`src/rtl/demux_1to2_reg_if.sv`:
```
// Handshake bundle for the registered 1-to-2 demultiplexer: one input
// stream, two output channels, and the per-channel debug counters.
interface demux_1to2_reg_if #(
  parameter int WIDTH = 4,
  parameter int CW    = 8
);
  logic [WIDTH-1:0] in_data;
  logic             in_sel;
  logic             in_valid;
  logic             in_ready;
  logic [WIDTH-1:0] y0_data;
  logic             y0_valid;
  logic             y0_ready;
  logic [WIDTH-1:0] y1_data;
  logic             y1_valid;
  logic             y1_ready;
  logic [CW-1:0]    cnt0;
  logic [CW-1:0]    cnt1;

  // Source/consumer side: drives the input word and the output readies.
  modport master (
    output in_data, in_sel, in_valid, y0_ready, y1_ready,
    input  in_ready, y0_data, y0_valid, y1_data, y1_valid, cnt0, cnt1
  );

  // Demux side.
  modport slave (
    input  in_data, in_sel, in_valid, y0_ready, y1_ready,
    output in_ready, y0_data, y0_valid, y1_data, y1_valid, cnt0, cnt1
  );
endinterface

```
`src/rtl/demux_1to2_reg.sv`:
```
// Registered 1-to-2 demultiplexer. Each output channel has a one-word
// holding slot; the input is accepted when the selected slot is empty or
// is being drained in the same cycle, so a streaming channel runs at one
// word per cycle without bubbles.
//
// slot state | meaning
// EMPTY      | yn_valid=0, slot can take a word
// FULL       | yn_valid=1, word waiting for the channel consumer
module demux_1to2_reg #(
  parameter int WIDTH = 4,
  parameter int CW    = 8
) (
  input logic              clk,
  input logic              rst,
  demux_1to2_reg_if.slave  bus
);

  logic [WIDTH-1:0] y0_data_q, y0_data_d;
  logic [WIDTH-1:0] y1_data_q, y1_data_d;
  logic             y0_valid_q, y0_valid_d;
  logic             y1_valid_q, y1_valid_d;
  logic [CW-1:0]    cnt0_q, cnt0_d;
  logic [CW-1:0]    cnt1_q, cnt1_d;
  logic             free0, free1;
  logic             in_ready;
  logic             acc0, acc1;

  // Acceptance decode and next-state for both slots and counters.
  always_comb begin
    free0    = ~y0_valid_q | bus.y0_ready;
    free1    = ~y1_valid_q | bus.y1_ready;
    // in_ready deliberately ignores in_valid so the source can look ahead.
    in_ready = bus.in_sel ? free1 : free0;
    acc0     = bus.in_valid & in_ready & ~bus.in_sel;
    acc1     = bus.in_valid & in_ready &  bus.in_sel;

    y0_valid_d = y0_valid_q;
    y0_data_d  = y0_data_q;
    if (acc0) begin
      // Covers the pop-and-push case: a draining FULL slot reloads at once.
      y0_valid_d = 1'b1;
      y0_data_d  = bus.in_data;
    end else if (y0_valid_q & bus.y0_ready) begin
      y0_valid_d = 1'b0;
    end

    y1_valid_d = y1_valid_q;
    y1_data_d  = y1_data_q;
    if (acc1) begin
      y1_valid_d = 1'b1;
      y1_data_d  = bus.in_data;
    end else if (y1_valid_q & bus.y1_ready) begin
      y1_valid_d = 1'b0;
    end

    cnt0_d = cnt0_q + {{(CW-1){1'b0}}, acc0};
    cnt1_d = cnt1_q + {{(CW-1){1'b0}}, acc1};
  end

  // Slot and counter registers; reset discards any held word.
  always_ff @(posedge clk or posedge rst) begin
    if (rst) begin
      y0_valid_q <= 1'b0;
      y1_valid_q <= 1'b0;
      y0_data_q  <= '0;
      y1_data_q  <= '0;
      cnt0_q     <= '0;
      cnt1_q     <= '0;
    end else begin
      y0_valid_q <= y0_valid_d;
      y1_valid_q <= y1_valid_d;
      y0_data_q  <= y0_data_d;
      y1_data_q  <= y1_data_d;
      cnt0_q     <= cnt0_d;
      cnt1_q     <= cnt1_d;
    end
  end

  assign bus.in_ready = in_ready;
  assign bus.y0_data  = y0_data_q;
  assign bus.y0_valid = y0_valid_q;
  assign bus.y1_data  = y1_data_q;
  assign bus.y1_valid = y1_valid_q;
  assign bus.cnt0     = cnt0_q;
  assign bus.cnt1     = cnt1_q;

endmodule

```
`src/flat_wrapper.sv`:
```
// flat-port wrapper written by rule: the top's interface ports become plain ports
module demux_1to2_reg_flat 
#(
  parameter int WIDTH = 4,
  parameter int CW    = 8
)
  (clk, rst, bus_in_data, bus_in_sel, bus_in_valid, bus_y0_ready, bus_y1_ready, bus_in_ready, bus_y0_data, bus_y0_valid, bus_y1_data, bus_y1_valid, bus_cnt0, bus_cnt1);
  demux_1to2_reg_if #(.WIDTH(WIDTH), .CW(CW)) bus_i ();
  input logic clk;
  input logic rst;
  input wire logic [$bits(bus_i.in_data)-1:0] bus_in_data;
  input wire logic [$bits(bus_i.in_sel)-1:0] bus_in_sel;
  input wire logic [$bits(bus_i.in_valid)-1:0] bus_in_valid;
  input wire logic [$bits(bus_i.y0_ready)-1:0] bus_y0_ready;
  input wire logic [$bits(bus_i.y1_ready)-1:0] bus_y1_ready;
  output wire logic [$bits(bus_i.in_ready)-1:0] bus_in_ready;
  output wire logic [$bits(bus_i.y0_data)-1:0] bus_y0_data;
  output wire logic [$bits(bus_i.y0_valid)-1:0] bus_y0_valid;
  output wire logic [$bits(bus_i.y1_data)-1:0] bus_y1_data;
  output wire logic [$bits(bus_i.y1_valid)-1:0] bus_y1_valid;
  output wire logic [$bits(bus_i.cnt0)-1:0] bus_cnt0;
  output wire logic [$bits(bus_i.cnt1)-1:0] bus_cnt1;
  assign bus_i.in_data = bus_in_data;
  assign bus_i.in_sel = bus_in_sel;
  assign bus_i.in_valid = bus_in_valid;
  assign bus_i.y0_ready = bus_y0_ready;
  assign bus_i.y1_ready = bus_y1_ready;
  assign bus_in_ready = bus_i.in_ready;
  assign bus_y0_data = bus_i.y0_data;
  assign bus_y0_valid = bus_i.y0_valid;
  assign bus_y1_data = bus_i.y1_data;
  assign bus_y1_valid = bus_i.y1_valid;
  assign bus_cnt0 = bus_i.cnt0;
  assign bus_cnt1 = bus_i.cnt1;
  demux_1to2_reg #(.WIDTH(WIDTH), .CW(CW)) u_core (.clk(clk), .rst(rst), .bus(bus_i));
endmodule
```
`config.mk`:
```
export PLATFORM = sky130hd
export DESIGN_NAME = demux_1to2_reg_flat
export DESIGN_NICKNAME = d
export VERILOG_FILES = /design/src/rtl/demux_1to2_reg_if.sv /design/src/rtl/demux_1to2_reg.sv /design/src/flat_wrapper.sv
export SDC_FILE = /design/constraint.sdc
export NUM_CORES = 1
export LEC_CHECK = 0
export BUFFER_PORTS_ARGS = -buffer_cell sky130_fd_sc_hd__buf_2
export CAP_MARGIN = 5
export CORE_MARGIN = 1.5
export CORE_UTILIZATION = 54
export CTS_BUF_LIST = sky130_fd_sc_hd__clkbuf_4
export CTS_CLUSTER_SIZE = 12
export DETAILED_ROUTE_END_ITERATION = 6
export GPL_TIMING_DRIVEN = 0
export PLACE_DENSITY = 0.95
export SYNTH_ARGS = -nofsm -noshare
export SYNTH_HDL_FRONTEND = slang
export SYNTH_SLANG_ARGS = --single-unit
```
`constraint.sdc`:
```
create_clock -name clk -period 2.4 [get_ports clk]
set_input_delay 0.48 -clock clk [delete_from_list [all_inputs] [get_ports clk]]
set_output_delay 0.48 -clock clk [all_outputs]
set_load 0.02 [all_outputs]
```
Word level (Yosys, flattened, before mapping)
Cells that the tools add are included.
{"block": "op_classes", "reduce_logical": 2, "addsub": 2, "order_cmp": 0, "n_bitwise": 10, "n_div": 0, "n_mux": 5, "n_mul": 0, "eq_ne": 0, "n_shift": 0}
{"operator": "8-bit by 1-bit adder with 8-bit output", "n": 2}
{"operator": "1-bit bitwise AND", "n": 5}
{"operator": "1-bit two-way mux", "n": 5}
{"operator": "2-bit nonzero test", "n": 2}
{"operator": "1-bit inverter", "n": 3}
{"operator": "1-bit OR", "n": 2}
{"block": "word_totals", "regBits": 26, "word_cells": 25, "in_bits": 10, "latch_bits": 0, "n_memories": 0, "ram_bits": 0, "out_inout_bits": 27, "mem_bits_ro": 0}

Longest topological paths before layout
{"block": "logic_depth", "depth_word": 6, "depth_mapped": 7, "mapped_depth_nobuf": 6}

Worst setup path after synthesis
Ideal clock, no wire load.
{"block": "synth_timing", "kind": "input to register", "from": "input bus_y0_ready", "to": "register u_core.cnt0_q[4] (netlist: u_core.bus.cnt0[4])", "required_ns": 2.271, "t_arrival_ns": 1.504, "n_path_buf": 0, "setup_slack_ns": 0.767, "cell_stages": 6, "setup_ns": 0.129, "path_cell_list": "nand2b_2 > nor3b_4 > ha_1 > ha_1 > nand3_1 > xnor2_1"}
{"block": "synth_via", "elab_chain_cells": 5}
{"item": "from (decl)", "line_no": "flat_wrapper.sv:14", "rtl": "input wire logic [$bits(bus_i.y0_ready)-1:0] bus_y0_ready;"}
{"item": "1-bit OR", "line_no": "demux_1to2_reg.sv:30", "rtl": "free0 = ~y0_valid_q | bus.y0_ready;"}
{"item": "1-bit two-way mux", "line_no": "demux_1to2_reg.sv:33", "rtl": "in_ready = bus.in_sel ? free1 : free0;"}
{"item": "1-bit bitwise AND (2 in a row)", "line_no": "demux_1to2_reg.sv:34", "rtl": "acc0 = bus.in_valid & in_ready & ~bus.in_sel;"}
{"item": "named net u_core.acc0", "line_no": "demux_1to2_reg.sv:26", "rtl": "logic acc0, acc1;"}
{"item": "8-bit by 1-bit adder with 8-bit output", "line_no": "demux_1to2_reg.sv:56", "rtl": "cnt0_d = cnt0_q + {{(CW-1){1'b0}}, acc0};"}
{"item": "named net u_core.cnt0_d[4]", "line_no": "demux_1to2_reg.sv:22", "rtl": "logic [CW-1:0] cnt0_q, cnt0_d;"}
{"item": "to (signal assigned)", "line_no": "demux_1to2_reg.sv:74", "rtl": "cnt0_q <= cnt0_d;"}
{"item": "to (decl)", "line_no": "demux_1to2_reg.sv:22"}
The timed path passes the listed nets, and every way through them passes these cells.
A chain may end at the register's enable or synchronous reset.

Worst setup path in the final report
{"block": "layout_timing", "from": "register u_core.y0_valid_q (netlist: u_core.bus.y0_valid)", "to": "register u_core.cnt0_q[4] (netlist: u_core.bus.cnt0[4])"}
{"block": "layout_via", "elab_chain_cells": 6}
{"item": "from (decl)", "line_no": "demux_1to2_reg.sv:20", "rtl": "logic y0_valid_q, y0_valid_d;"}
{"item": "from (signal assigned)", "line_no": "demux_1to2_reg.sv:70", "rtl": "y0_valid_q <= y0_valid_d;"}
{"item": "1-bit inverter", "line_no": "demux_1to2_reg.sv:30"}
{"item": "1-bit OR", "line_no": "demux_1to2_reg.sv:30"}
{"item": "1-bit two-way mux", "line_no": "demux_1to2_reg.sv:33"}
{"item": "1-bit bitwise AND (2 in a row)", "line_no": "demux_1to2_reg.sv:34"}
{"item": "named net u_core.acc0", "line_no": "demux_1to2_reg.sv:26"}
{"item": "8-bit by 1-bit adder with 8-bit output", "line_no": "demux_1to2_reg.sv:56"}
{"item": "named net u_core.cnt0_d[4]", "line_no": "demux_1to2_reg.sv:22"}
The timed path passes the listed nets, and every way through them passes these cells.

==> flow_metrics.tcl <==
set metrics [dict create \
    crit_arrival_ns 1.89 \
    slowest_delay_ns 0.42 \
    dpl.hpwl_um 1422 \
    finalSetupTns_ns 0 \
    status "finished, final reports clean" \
    synth_ff_type "dfrtp_1" \
    leakage_uw 0.0006809 \
    clk_pin_slew_ns 0.12 \
    rsz0062_at_grt "false" \
    num_rows 15 \
    place_area_sq_um 1287 \
    design.die.area_sq_um 2270 \
    antenna-diode-count 0 \
    ios 37 \
    grt_max_degree 27 \
    ys_warn_count 0 \
    slew_violations 0 \
    fp.dieH_um 47.64 \
    cts_made_buffers 3 \
    post-synth-top-count-cell "dfrtp_1" \
    synth.avg_cell_area_sq_um 14.35 \
    cap_violations 0 \
    instances_no_fill 139 \
    critPathMaxFanout 5 \
    ys_async_sr_fraction 1.000 \
    drtAntennaViolNets 0 \
    numPlacedInstances 136 \
    p_per_area_nw_per_um2 947.4 \
    post-cts-setup-buffer-count 0 \
    root_buffer "clkbuf_4" \
    ys_seq_elements 26 \
    overflow 0 \
    clock_latency_ns 0.30 \
    drive_above_1_share 0.4561 \
    vdd_drop_max_uv 570.0 \
    fin_area_sq_um 1310 \
    antenna_found_initial 0 \
    synth_nets 89 \
    grt_first_pass_wirelength_um 2960 \
    htreeDepth 1 \
    synth_edf_count 0 \
    ys_top_cells_by_area "dfrtp_1 (60%), xnor2_1 (8.1%), mux2_4 (5.6%)" \
    fmax_ghz 0.5886 \
    ys_seq_area_frac 0.6047 \
    cp-start-kind "register" \
    die_x_um 47.64 \
    vias 720 \
    cts_buffer_depth 2 \
    io_buffers 36 \
    min_period_over_period 0.7079 \
    yosysUniqueCellTypes 16 \
    critPathTopFamily "simple AND/OR/NAND/NOR gates" \
    syn_area_sq_um 1076 \
    clock-sinks 26 \
    wirelength_um 1832 \
    setup_viol 0 \
    post-route-min-period_ns 1.699 \
    cts_tree "yes" \
    routabilityCongestion 0.7495 \
    crit_required_ns 2.59 \
    post_cts_resized 0 \
    cts_hold_buffers 0 \
    fin_nets 130 \
    dr.first_iter.drc_count 7 \
    hp-class "in -> async" \
    fin_util 0.7271 \
    crit_path_cell_trace "nand2b_2 > nor3b_4 > ha_1 > ha_1 > nand3_1 > xnor2_1" \
    core-area_sq_um 1802 \
    vias_per_cell 5.180 \
    critPathBufInv 0 \
    start_util 0.5972 \
    yosys-top-cells-count "dfrtp_1 (26), nand3_1 (10), xnor2_1 (10)" \
    max_slew_margin 0.3707 \
    endpoint_kind "register" \
    skew_ns 0.003289 \
    grt_pass1_vias 690 \
    worst_path_most_repeated_cell "ha_1" \
    grt_usage 0.1926 \
    worst_pin_slew_ns 0.9430 \
    synth_cells 75 \
    yosysTopAreaCellShare 0.6047 \
    wl_per_cell_um 13.18 \
    firstDrtPassIters 4 \
    hold_violations 0 \
    critPathKind "reg -> reg" \
    crit_slowest_cell "dfrtp_1" \
    areaGrowthSynthToFinish_pct 21.74 \
    post-route-drc-count 0 \
    synth_top_area_cell "dfrtp_1" \
]
path summary, 6_finish.rpt:
path / from / endpoint / slack, ns / depth (start not counted)
min reg2reg: u_core.bus.cnt0[7] / u_core.bus.cnt0[7] / 0.48 / 1
min in group clk: bus_in_data[1] / u_core.bus.y1_data[1] / 0.42 / 2
max reg2reg: u_core.bus.y0_valid / u_core.bus.cnt0[4] / 0.70 / 6
min: rst / u_core.bus.cnt1[4] / 0.37 / 2
max: u_core.bus.y0_valid / u_core.bus.cnt0[4] / 0.70 / 6
max in group asynchronous: rst / u_core.bus.cnt1[5] / 1.46 / 2
cell families after synthesis:
family / count (synthesis) / share of synthesized area
AO/OA/AOI/OAI: 1 / 0.004647
XOR/XNOR: 12 / 0.09767
adder cells (fa/ha/maj): 4 / 0.04651
buffers and inverters: 3 / 0.01744
flip-flops: 26 / 0.6046
multiplexers: 9 / 0.1081
AND/OR/NAND/NOR: 20 / 0.1209
registers in the layout (all words and copies together) (netlist names):
register,flops
u_core.bus.cnt0,8
u_core.bus.cnt1,8
u_core.bus.y0_data,4
u_core.bus.y1_data,4
u_core.bus.y0_valid,1
u_core.bus.y1_valid,1
metrics by stage:
stage,hold WS [ns],setup WS [ns],power [uW]
6_report,0.3731,0.7010,1241
5_1_grt,0.3908,0.5170,1321
4_1_cts,0.3995,0.6808,1257
3_5_place_dp,0.4656,0.5049,1086
3_3_place_gp,0.4551,0.5834,1061
2_1_floorplan,0.5200,0.7670,917.3
worst register-to-register path: stages (launching register included):
cell and delay [ns]:
dfrtp_1 0.42, nand2b_2 0.09, nor3b_4 0.33, ha_1 0.29, ha_1 0.23, nand3_1 0.11
xnor2_1 0.14
metal layers:
layer,part of all wire,global-route usage
met5,0,0
met4,0,0.04865
met3,0.067,0.05283
met2,0.49,0.3189
met1,0.44,0.2537
where the power goes:
part / internal (uW) / total (uW) / switching, uW
clock network: 58.4 / 167 / 108
logic: 166 / 419 / 253
registers: 550 / 655 / 105
placed cells by master (no fill, tap or decap), types with 2 or more instances in the layout:
cell type / netlist / layout
mux2_2: 5 / 5
dfrtp_1: 26 / 26
and3_1: 4 / 4
clkbuf_4: 0 / 3
nand2_1: 2 / 2
mux2_4: 4 / 4
xnor2_1: 10 / 10
ha_1: 4 / 4
xor2_1: 2 / 2
buf_2: 0 / 36
inv_1: 2 / 2
nand3_1: 10 / 10
final cells by class:
type / count / area (sq um)
multi-input cells: 46 / 406.6
well taps: 25 / 31.28
fillers: 137 / 491.7
repair buffers: 36 / 180.2
inverters: 2 / 7.507
clock buffers: 3 / 22.52
plain buffers: 1 / 11.26
flip-flops and latches: 26 / 650.6
No activity file was read; power rests on OpenSTA's default activity.
